## src/rtl/alu_io_pkg.sv

```systemverilog
// Shared definitions for the ALU result serializer: frame state encoding,
// data width and frame length helper.
package alu_io_pkg;

  localparam int unsigned DATA_W = 8;

  typedef enum logic [2:0] {
    ST_IDLE   = 3'd0,
    ST_START  = 3'd1,
    ST_DATA   = 3'd2,
    ST_PARITY = 3'd3,
    ST_STOP   = 3'd4
  } state_e;

  // Start + 8 data + optional parity + stop.
  function automatic int unsigned frame_bits(input int unsigned parity_en);
    return 10 + ((parity_en != 0) ? 1 : 0);
  endfunction

endpackage

```

## src/rtl/alu_result_serializer_bit_timer.sv

```systemverilog
// Bit-period timer: counts 0..CLKS_PER_BIT-1 and flags the last cycle of
// each period with tick; clear holds the count at zero.
module bit_timer #(
  parameter int unsigned CLKS_PER_BIT = 4
) (
  input  logic CLK,
  input  logic RESETb,
  input  logic clear,
  output logic tick
);

  localparam logic [15:0] LAST = 16'(CLKS_PER_BIT - 1);

  logic [15:0] cnt_q, cnt_d;

  // With CLKS_PER_BIT=1, LAST is zero and tick is high every cycle.
  assign tick = (cnt_q == LAST);

  always_comb begin
    cnt_d = cnt_q;
    if (clear || tick) cnt_d = '0;
    else               cnt_d = cnt_q + 16'd1;
  end

  always_ff @(posedge CLK or negedge RESETb) begin
    if (!RESETb) cnt_q <= '0;
    else         cnt_q <= cnt_d;
  end

endmodule

```

## src/rtl/alu_result_serializer.sv

```systemverilog
// Captures the accumulator on LOAD and sends it as a UART-style frame,
// LSB first, with optional even parity.
//
// state     | meaning
// ST_IDLE   | line high, waiting for LOAD (also the DONE cycle)
// ST_START  | start bit (TX=0)
// ST_DATA   | eight data bits, shift register bit 0 on TX
// ST_PARITY | even parity of the captured byte
// ST_STOP   | stop bit (TX=1), DONE pulses when it ends
module alu_result_serializer
  import alu_io_pkg::*;
#(
  parameter int unsigned CLKS_PER_BIT = 4,
  parameter int unsigned PARITY_EN    = 1
) (
  input  logic              CLK,
  input  logic              RESETb,
  input  logic              LOAD,
  input  logic [DATA_W-1:0] DATA,
  output logic              TX,
  output logic              BUSY,
  output logic              DONE,
  output logic [3:0]        BIT_IDX
);

  localparam logic [3:0] PAR_IDX  = 4'd9;
  localparam logic [3:0] STOP_IDX = 4'(frame_bits(PARITY_EN) - 1);

  state_e            state_q;
  logic [DATA_W-1:0] shift_q;
  logic              par_q;
  logic [2:0]        cnt_q;
  logic              tx_q;
  logic              busy_q;
  logic              done_q;
  logic [3:0]        idx_q;
  logic              timer_clr;
  logic              tick;

  // Timer sits at zero while idle so every frame starts on a fresh period.
  assign timer_clr = (state_q == ST_IDLE);

  bit_timer #(.CLKS_PER_BIT(CLKS_PER_BIT)) u_bit_timer (
    .CLK    (CLK),
    .RESETb (RESETb),
    .clear  (timer_clr),
    .tick   (tick)
  );

  always_ff @(posedge CLK or negedge RESETb) begin
    if (!RESETb) begin
      state_q <= ST_IDLE;
      shift_q <= '0;
      par_q   <= 1'b0;
      cnt_q   <= '0;
      tx_q    <= 1'b1;
      busy_q  <= 1'b0;
      done_q  <= 1'b0;
      idx_q   <= '0;
    end else begin
      done_q <= 1'b0;
      case (state_q)
        ST_IDLE: begin
          if (LOAD) begin
            shift_q <= DATA;
            par_q   <= ^DATA;
            state_q <= ST_START;
            tx_q    <= 1'b0;
            busy_q  <= 1'b1;
            idx_q   <= '0;
          end else begin
            tx_q   <= 1'b1;
            busy_q <= 1'b0;
          end
        end
        ST_START: begin
          if (tick) begin
            state_q <= ST_DATA;
            cnt_q   <= '0;
            tx_q    <= shift_q[0];
            idx_q   <= 4'd1;
          end
        end
        ST_DATA: begin
          if (tick) begin
            shift_q <= shift_q >> 1;
            if (cnt_q == 3'd7) begin
              if (PARITY_EN != 0) begin
                state_q <= ST_PARITY;
                tx_q    <= par_q;
                idx_q   <= PAR_IDX;
              end else begin
                state_q <= ST_STOP;
                tx_q    <= 1'b1;
                idx_q   <= STOP_IDX;
              end
            end else begin
              cnt_q <= cnt_q + 3'd1;
              tx_q  <= shift_q[1];
              idx_q <= 4'(cnt_q) + 4'd2;
            end
          end
        end
        ST_PARITY: begin
          if (tick) begin
            state_q <= ST_STOP;
            tx_q    <= 1'b1;
            idx_q   <= STOP_IDX;
          end
        end
        ST_STOP: begin
          if (tick) begin
            state_q <= ST_IDLE;
            tx_q    <= 1'b1;
            busy_q  <= 1'b0;
            done_q  <= 1'b1;
            idx_q   <= '0;
          end
        end
        default: begin
          state_q <= ST_IDLE;
          tx_q    <= 1'b1;
          busy_q  <= 1'b0;
          idx_q   <= '0;
        end
      endcase
    end
  end

  assign TX      = tx_q;
  assign BUSY    = busy_q;
  assign DONE    = done_q;
  assign BIT_IDX = idx_q;

endmodule
```

## config.mk

```make
export PLATFORM = sky130hd
export DESIGN_NAME = alu_result_serializer
export DESIGN_NICKNAME = d
export VERILOG_FILES = /design/src/rtl/alu_io_pkg.sv /design/src/rtl/alu_result_serializer_bit_timer.sv /design/src/rtl/alu_result_serializer.sv
export SDC_FILE = /design/constraint.sdc
export NUM_CORES = 1
export LEC_CHECK = 0
export BUFFER_PORTS_ARGS = -buffer_cell sky130_fd_sc_hd__buf_2
export CORE_ASPECT_RATIO = 0.7
export CORE_MARGIN = 1.5
export CORE_UTILIZATION = 45
export DETAILED_ROUTE_END_ITERATION = 10
export PLACE_DENSITY = 0.7
export RECOVER_POWER = 100
export SYNTH_ARGS = -nofsm -noshare
export SYNTH_HDL_FRONTEND = slang
export SYNTH_SLANG_ARGS = --single-unit
```

## constraint.sdc

```tcl
create_clock -name CLK -period 2.1 [get_ports CLK]
set_input_delay 0.21 -clock CLK [delete_from_list [all_inputs] [get_ports CLK]]
set_output_delay 0.21 -clock CLK [all_outputs]
set_load 0.005 [all_outputs]
```

==> impl_metrics.toml, run 1 <==
[final_layout]
design_area_sq_um = 2370
num-nets-final = 247
fillCellCount = 394
multiInputGateArea_sq_um = 993
area_delta_synth_final_pct = 18.6
num_antenna_cells = 0
drive_gt1_share_pct = 26.6
seq_area_sq_um = 952

[setup_path]
critPathSlowestCell = "dfrtp_1"
required_ns = 2.30
cp_cell_sequence = "ha_1 > nor4b_4 > and4_4 > a21oi_2 > or3_1 > buf_4 > mux2_4"
path_class = "reg -> reg"
cp.arrival_ns = 2.26
crit_fanout = 8
r2r_slack_ns = 0.04
worstSetupEndpointType = "register"
path_delay_family = "simple AND/OR/NAND/NOR gates"
r2r_start = "u_bit_timer.cnt_q[1]"
path_buf_inv = 1
worst-r2r-cell-count = 7
start_kind = "register"
max_stage_delay_ns = 0.38
r2r-end = "shift_q[5]"
path_depth = 7

[timing]
finalSetupViolCount = 0
setup_ws_ns = 0.0361
timing.final.crit_share_pct = 98.3
fin_worst_skew_ns = 0.00328
clock.fmax_mhz = 485
finalMaxSlewViolations = 0
slew_headroom_pct = 50.4
whs_ns = 0.154
worstMarginPinSlew_ns = 0.744
min_period_ns = 2.06
hold_viol = 0

[floorplanning]
dieWidth_microns = 82.6
die_h_microns = 58.7
pin_count = 18
die-area_sq_um = 4850
row_count = 20
start_util_pct = 46.4
core-area_sq_um = 4300

[detailed_routing]
detail_route.wl_per_cell_microns = 13.4
drt_pass1_iterations = 5
drtAntennaViolNets = 0
drc = 0
drt_wl_total_microns = 3870
routed_via_density = 5.28
vias = 1520
drtIter0Drc = 107

[power_and_ir_drop]
irDropWorstVdd_v = 0.000478
leakage_uw = 0.00107
p_per_area_nw_per_um2 = 1140
power_uw = 2700

[global_routing]
grt_max_degree = 25
grt_pass1_vias = 1328
antenna_found_initial = 0
grt-ovfl-total = 0
grt_usage_pct = 18.5
grt_pass1_wl_microns = 6420

[synth]
syn_area_sq_um = 2000
ys_seq_area_share_pct = 47.7
postSynthAreaPerCell_sq_um = 10.4
synth_most_common_cell = "dfrtp_1"
synthTopCellsByArea = "dfrtp_1, xnor2_1, mux2_2"
syn-num-nets = 207
synth_top_area_cell = "dfrtp_1"
synth_warnings = 0
yosysUniqueCellTypes = 34
synth_top_area_share_pct = 46.4
synth_edf_count = 0
synth-seq-cells = 38
ys.flop_type = "dfrtp_1"
async_flop_share_pct = 100
netlist_top_cells_count = "dfrtp_1, nor2_1, xnor2_1"
synthCells = 192

[worst_hold_path]
holdCritPathClass = "in -> reg"
hp-start = "DATA[7]"
whs_path_depth = 2
hold_end = "shift_q[7]"

[run_status]
outcome = "complete, no violations"

[clock_tree]
cts_buffers = 5
cts.sinks = 38
cts.reportedPaths.clkPinSlew_ns = 0.08
clock_path_buffers = 2
cts_root_buf = "clkbuf_8"
clock_latency_ns = 0.30
cts_tree = "done"
htreeDepth = 2

[placed_design]
post_dp_cell_area_sq_um = 2260
numPortBuffers = 17
hpwl_microns = 2790
place.gp.congestion = 0.802
place_ws_ns = 0.0365

[flow_run]
maxCapViolations = 0
-- metrics by stage --
stage	TNS, ns	instances	utilization, %
final	0	288	55.0
after global routing	-0.176	288	55.0
after CTS	0	287	54.9
after detailed placement	0	278	52.4
after global placement	0	278	52.4
after floorplan	0	192	-
-- worst max path at each step --
stage,startpoint,end
2_1_floorplan,u_bit_timer.cnt_q[0],shift_q[0]
3_3_place_gp,u_bit_timer.cnt_q[1],shift_q[5]
3_5_place_dp,u_bit_timer.cnt_q[1],shift_q[5]
4_1_cts,u_bit_timer.cnt_q[1],shift_q[5]
5_1_grt,u_bit_timer.cnt_q[1],shift_q[0]
6_report,u_bit_timer.cnt_q[1],shift_q[5]
-- routing by layer --
metal | global-route usage (%) | up-vias | part of all wire (%)
met5 | 0 | - | 0
met4 | 7.86 | 0 | 1.2
met3 | 7.13 | 8 | 5.9
met2 | 22.1 | 34 | 39
met1 | 28.9 | 736 | 54
li1 | - | 742 | -
-- sequential cells by signal (all words and copies together), names as in the netlist --
signal             flops
BUSY                   1
state_q                3
u_bit_timer.cnt_q     16
cnt_q                  3
par_q                  1
shift_q                8
TX                     1
DONE                   1
BIT_IDX                4
-- power breakdown --
group | switching (uW) | internal (uW)
sequential | 135 | 936
clock | 277 | 264
combinational | 532 | 559
total | 943 | 1760
-- worst reg2reg max path: cells and delay by family (launching register included) --
kind / cells / cell delay [ns]
and+or+nand+nor: 3 / 0.84
muxes: 1 / 0.30
DFF: 1 / 0.38
adders and majority gates: 1 / 0.20
buffers and inverters: 1 / 0.19
AOI/OAI and AO/OA: 1 / 0.05
-- repair_timing --
item,4_1_cts,5_1_grt
buffers inserted,0,1
endpoints found under the hold margin,13,0
hold buffers,1,0
setup endpoints to repair,0,11
resized for setup,0,4
-- placed cells by master, fill, tap and decap left out, drive strengths merged, types with 4 or more instances in the layout --
cell and count:
a21oi 4, inv 5, ha 4, nand3 7
xor2 5, clkbuf 15, xnor2 17, buf 29
nand2 14, nor2 30, dfrtp 37, mux2 17
nor3 6, nand4 4, o21ai 11, nor4 4
-- final cells by class --
type | count | area share [%]
Clock buffer | 6 | 3.49
Tap cell | 55 | 2.91
Multi-Input combinational cell | 142 | 42.0
Clock inverter | 2 | 0.529
Inverter | 6 | 0.952
Sequential cell | 38 | 40.2
Timing Repair Buffer | 39 | 9.89
-- kinds of logic (layout without fill, tap and decap cells) --
family,Yosys count,in the layout,synth area share [%]
flip-flops,38,38,47.7
adder cells (fa/ha/maj),4,4,2.51
multiplexers,18,18,11.4
XOR/XNOR,22,22,9.65
buffers and inverters,12,53,3.32
AO/OA/AOI/OAI,22,22,6.65
AND/OR/NAND/NOR,76,76,18.7
(Power assumes the default switching activity.)
==> run 2, diff against run 1 <==
--- a/config.mk
+++ b/config.mk
@@ -5,12 +5,13 @@
 export SDC_FILE = /design/constraint.sdc
 export NUM_CORES = 1
 export LEC_CHECK = 0
+export ABC_AREA = 1
 export BUFFER_PORTS_ARGS = -buffer_cell sky130_fd_sc_hd__buf_2
 export CORE_ASPECT_RATIO = 0.7
 export CORE_MARGIN = 1.5
 export CORE_UTILIZATION = 45
 export DETAILED_ROUTE_END_ITERATION = 10
-export PLACE_DENSITY = 0.7
+export PLACE_DENSITY = 0.69
 export RECOVER_POWER = 100
 export SYNTH_ARGS = -nofsm -noshare
 export SYNTH_HDL_FRONTEND = slang
==> impl_metrics.toml, run 2 <==
[floorplanning]
core-area_sq_um = 4890
pin_count = 18
row_count = 21
dieWidth_microns = 89.0
die-area_sq_um = 5620
start_util_pct = 47.6
die_h_microns = 63.2

[setup_path]
worstSetupEndpointType = "register"
required_ns = 2.32
cp.arrival_ns = 1.93
crit_fanout = 12
path_class = "reg -> reg"
start_kind = "register"
r2r_slack_ns = 0.38

[clock_tree]
cts_root_buf = "clkbuf_8"
clock_path_buffers = 2
cts_buffers = 5
cts_tree = "done"
cts_hold_buf = 0
htreeDepth = 2
clock_latency_ns = 0.29
cts.repair.resized = 0
cts.reportedPaths.clkPinSlew_ns = 0.08
cts.sinks = 38
cts_setup_buffers = 0

[global_routing]
grt_pass1_vias = 1948
grt_max_degree = 39
antenna_found_initial = 0
grt_usage_pct = 20.3
grt_pass1_wl_microns = 8950
grt-ovfl-total = 0

[detailed_routing]
vias = 2107
routed_via_density = 4.96
detail_route.wl_per_cell_microns = 11.7
drc = 0
drt_wl_total_microns = 4960
drtIter0Drc = 116
drtAntennaViolNets = 0
drt_pass1_iterations = 5

[placed_design]
place.gp.congestion = 0.924
numPortBuffers = 17
hpwl_microns = 3690
place_ws_ns = 0.527

[timing]
clock.fmax_mhz = 583
finalMaxSlewViolations = 0
fin_worst_skew_ns = 0.0157
min_period_ns = 1.72
setup_tns_ns = 0
slew_headroom_pct = 43.7
hold_viol = 0
finalSetupViolCount = 0
timing.final.crit_share_pct = 81.7
rsz0062_at_grt = "no"
worstMarginPinSlew_ns = 0.845
setup_ws_ns = 0.384

[power_and_ir_drop]
leakage_uw = 0.00135
p_per_area_nw_per_um2 = 1130
power_uw = 2850
irDropWorstVdd_v = 0.000430

[synth]
postSynthAreaPerCell_sq_um = 6.93
async_flop_share_pct = 100
synthTopCellsByArea = "dfrtp_1, nand2_1, nor2_1"
synth-seq-cells = 38
synthCells = 336
synth_most_common_cell = "nand2_1"
synth_top_area_cell = "dfrtp_1"
ys_seq_area_share_pct = 40.9
syn_area_sq_um = 2330
ys.flop_type = "dfrtp_1"
synth_top_area_share_pct = 39.8
synth_warnings = 0
yosysUniqueCellTypes = 28
syn-num-nets = 351
netlist_top_cells_count = "nand2_1, nor2_1, dfrtp_1"
synth_edf_count = 0

[run_status]
outcome = "complete, no violations"

[worst_hold_path]
holdCritPathClass = "in -> async"

[final_layout]
area_delta_synth_final_pct = 8.82
largest_register_ffs = 16
num-nets-final = 370
num_antenna_cells = 0
layout_commonest_cell = "nand2_1"
final_cell_mix = "nand2_1, nor2_1, dfrtp_1"
post-route-util_pct = 51.8
drive_gt1_share_pct = 8.71
largest_register = "u_bit_timer.cnt_q"

[flow_run]
maxCapViolations = 0
[run 2: changes by cell type in the layout (fill, tap and decap cells not counted), sizes merged, moves of 4 or more]
cell,before,now
xnor2,17,1
nor2,30,47
nand3,7,34
nor4,4,0
clkbuf,15,10
mux2,17,0
nand2,14,132
buf,29,12
inv,5,39
[run 2: cells by family after synthesis]
group / count (synthesis) / share of synthesized area, %
and+or+nand+nor: 230 / 43.9
buffers and inverters: 44 / 8.17
DFF: 38 / 40.9
adders and majority gates: 4 / 2.15
xor gates and xnor gates: 3 / 1.13
AOI/OAI and AO/OA: 17 / 3.76
[run 2: final timing paths]
kind,from,endpoint,cells after the start
max,state_q[2],shift_q[2],7
min,RESETb,u_bit_timer.cnt_q[15],1
max reg2reg,state_q[2],shift_q[2],7
min reg2reg,BIT_IDX[3],BIT_IDX[3],2
max in group asynchronous,RESETb,u_bit_timer.cnt_q[12],1
min in group CLK,DATA[7],shift_q[7],3
[run 2: critical path, stage by stage (launching register included)]
cell and delay (ns):
dfrtp_1 0.40, inv_1 0.12, nand2_1 0.17, nor2_1 0.20, nand2_1 0.29, nand2_1 0.32
nand2_1 0.08, nand2_1 0.06
[run 2: where the power goes]
part / switching, uW / internal, uW / leakage, uW / total [uW]
combinational: 802 / 371 / 0.000795 / 1170
clock: 256 / 350 / 0.0000579 / 605
sequential: 142 / 934 / 0.000501 / 1080
[run 2: area by class of cell]
cell class / count / area (sq um)
clock inverters: 3 / 40.0
repair buffers: 17 / 78.8
fillers: 486 / 2350
clock buffers: 5 / 68.8
well taps: 69 / 86.3
inverters: 39 / 146
flip-flops and latches: 38 / 952
multi-input cells: 254 / 1160
[run 2: metrics by stage]
stage / cell area, sq um / std cells / hold WS (ns)
2_1_floorplan: 2330 / 336 / -0.0856
3_3_place_gp: 2450 / 417 / 0.376
3_5_place_dp: 2450 / 417 / 0.374
4_1_cts: 2560 / 425 / 0.0596
5_1_grt: 2530 / 425 / 0.100
6_report: 2530 / 425 / 0.0242
[run 2: layer usage]
layer / wire (microns) / share of wire [%] / track usage, % / vias up
met3: 277 / 5.6 / 4.98 / 5
met5: 0 / 0 / 0 / -
li1: - / - / - / 1085
met1: 2670 / 54 / 31.8 / 959
met4: 31 / 0.62 / 4.04 / 0
met2: 1980 / 40 / 28.0 / 58
==> run 3, diff against run 2 <==
==> constraint.sdc (replaced) <==
create_clock -name CLK -period 1.4 [get_ports CLK]
set_input_delay 0.14 -clock CLK [delete_from_list [all_inputs] [get_ports CLK]]
set_output_delay 0.14 -clock CLK [all_outputs]
set_load 0.005 [all_outputs]
==> impl_metrics.toml, run 3 (synthesized netlist as in run 2, its figures left out) <==
[final_layout]
design_area_sq_um = 3140
largest_register_ffs = 16
fillCellCount = 431
layout_commonest_cell = "nand2_1"
largest_register = "u_bit_timer.cnt_q"
drive_gt1_share_pct = 32.0
area_delta_synth_final_pct = 34.9
num_antenna_cells = 0
final_cell_mix = "nand2_1, buf_4, dfrtp_1, nor2_1, inv_1"
num-nets-final = 417

[clock_tree]
clock_path_buffers = 2
cts_buffers = 5
clock_latency_ns = 0.29
htreeDepth = 2
cts.sinks = 38
cts_root_buf = "clkbuf_8"
cts_tree = "done"
cts.reportedPaths.clkPinSlew_ns = 0.08

[power_and_ir_drop]
clockPowerShare_pct = 14.7
internal-power_uw = 3110
leakage_uw = 0.00162
irDropWorstVdd_v = 0.000656
switching_share_pct = 41.5
pwr-share-comb_pct = 54.6
p_switching_uw = 2210
seqPwrFrac_pct = 30.7
p_per_area_nw_per_um2 = 1700

[timing]
setup_ws_ns = -0.0327
hold_viol = 0
finalMaxSlewViolations = 0
finalSetupViolCount = 1
whs_ns = 0.0766
min_period_ns = 1.43
rsz0062_at_grt = "yes"
setup_tns_ns = -0.0327
worstMarginPinSlew_ns = 1.00
timing.final.crit_share_pct = 102
clock.fmax_mhz = 698
slew_headroom_pct = 33.2
fin_worst_skew_ns = 0.00602

[placed_design]
post_dp_cell_area_sq_um = 2760
place_ws_ns = -0.0271
hpwl_microns = 4240
place.gp.congestion = 0.918
numPortBuffers = 17

[setup_path]
worstSetupEndpointType = "register"
r2r_start = "u_bit_timer.cnt_q[1]"
required_ns = 1.63
r2r_slack_ns = -0.03
crit_fanout = 6
r2r-end = "TX"
start_kind = "register"
cp.arrival_ns = 1.66
worst-r2r-cell-count = 9
path_class = "reg -> reg"

[detailed_routing]
routed_via_density = 4.93
drtIter0Drc = 150
drc = 0
drtAntennaViolNets = 0
drt_pass1_iterations = 4
drt_wl_total_microns = 5910
detail_route.wl_per_cell_microns = 12.5
vias = 2327

[worst_hold_path]
hp-start = "DATA[7]"
whs_path_depth = 3
hold_end = "shift_q[7]"
holdCritPathClass = "in -> reg"

[global_routing]
grt_max_degree = 22
grt-ovfl-total = 0
grt_pass1_wl_microns = 9400
grt_pass1_vias = 2064
grt_usage_pct = 21.2
antenna_found_initial = 0

[run_status]
outcome = "finished with violations"
violations = "setup timing"

[floorplanning]
start_util_pct = 47.6
core-area_sq_um = 4890
row_count = 21
pin_count = 18
die-area_sq_um = 5620
dieWidth_microns = 89.0
die_h_microns = 63.2

[flow_run]
maxCapViolations = 0
## run 3: changes by cell type in the layout (fill, tap and decap cells not counted), sizes merged
cell         before  now
buf              12   57
clkbuf           10   13
bufinv            1    0
clkinv            2    1
dlygate4sd3       0    1
## run 3: repair_timing
action / 4_1_cts / 5_1_grt
endpoints found under the setup margin: 10 / 36
resized for setup: 4 / 63
pin swaps: 1 / 20
setup buffers: 0 / 9
hold buffers: 1 / 0
hold endpoints to repair: 16 / 0
## run 3: final cells by class
| type | count | area (sq um) | area share (%) |
|---|---|---|---|
| well taps | 69 | 86.3 | 2.75 |
| clock buffers | 7 | 86.3 | 2.75 |
| inverters | 39 | 146 | 4.66 |
| multi-input cells | 254 | 1390 | 44.1 |
| flip-flops and latches | 38 | 958 | 30.5 |
| clock inverters | 1 | 5.00 | 0.159 |
| repair buffers | 64 | 472 | 15.0 |
## run 3: worst max-delay path, cell delays in order, from the launching register on
cell	delay, ns
dfrtp_1	0.41
ha_4	0.20
nand3_2	0.10
nor2_4	0.15
nand2_4	0.09
nand2_8	0.10
buf_6	0.11
buf_6	0.09
nand2_2	0.04
nand2_1	0.07
## run 3: power by group through the flow
stage               Clock, uW  Sequential (uW)  Combinational (uW)
floorplan                   0             1590                1500
detailed placement          0             1610                2320
global route              863             1660                3220
CTS                       801             1590                2340
global placement            0             1590                2290
finish                    781             1630                2910
## run 3: metal layers
layer,GRT usage (%),routed length [microns],vias up
li1,-,-,1185
met1,33.7,2900,1055
met2,28.9,2570,80
met3,5.37,393,7
met4,4.04,39,0
met5,0,0,-
## run 3: worst max-delay path by stage
stage / from / to / slack (ns) / depth (start not counted)
floorplan: u_bit_timer.cnt_q[0] / BUSY / 0.02 / 9
finish: u_bit_timer.cnt_q[1] / TX / -0.03 / 9
detailed placement: cnt_q[0] / cnt_q[2] / -0.03 / 8
global route: u_bit_timer.cnt_q[7] / TX / -0.09 / 9
global placement: cnt_q[0] / cnt_q[1] / -0.005 / 8
CTS: cnt_q[0] / cnt_q[2] / -0.01 / 8
## run 3: stage by stage
| stage | cells | utilization (%) | power, uW |
|---|---|---|---|
| after floorplan | 336 | - | 3100 |
| after global placement | 454 | 56.4 | 3890 |
| after detailed placement | 454 | 56.4 | 3920 |
| after CTS | 463 | 58.7 | 4730 |
| after global routing | 472 | 64.2 | 5750 |
| final | 472 | 64.2 | 5320 |
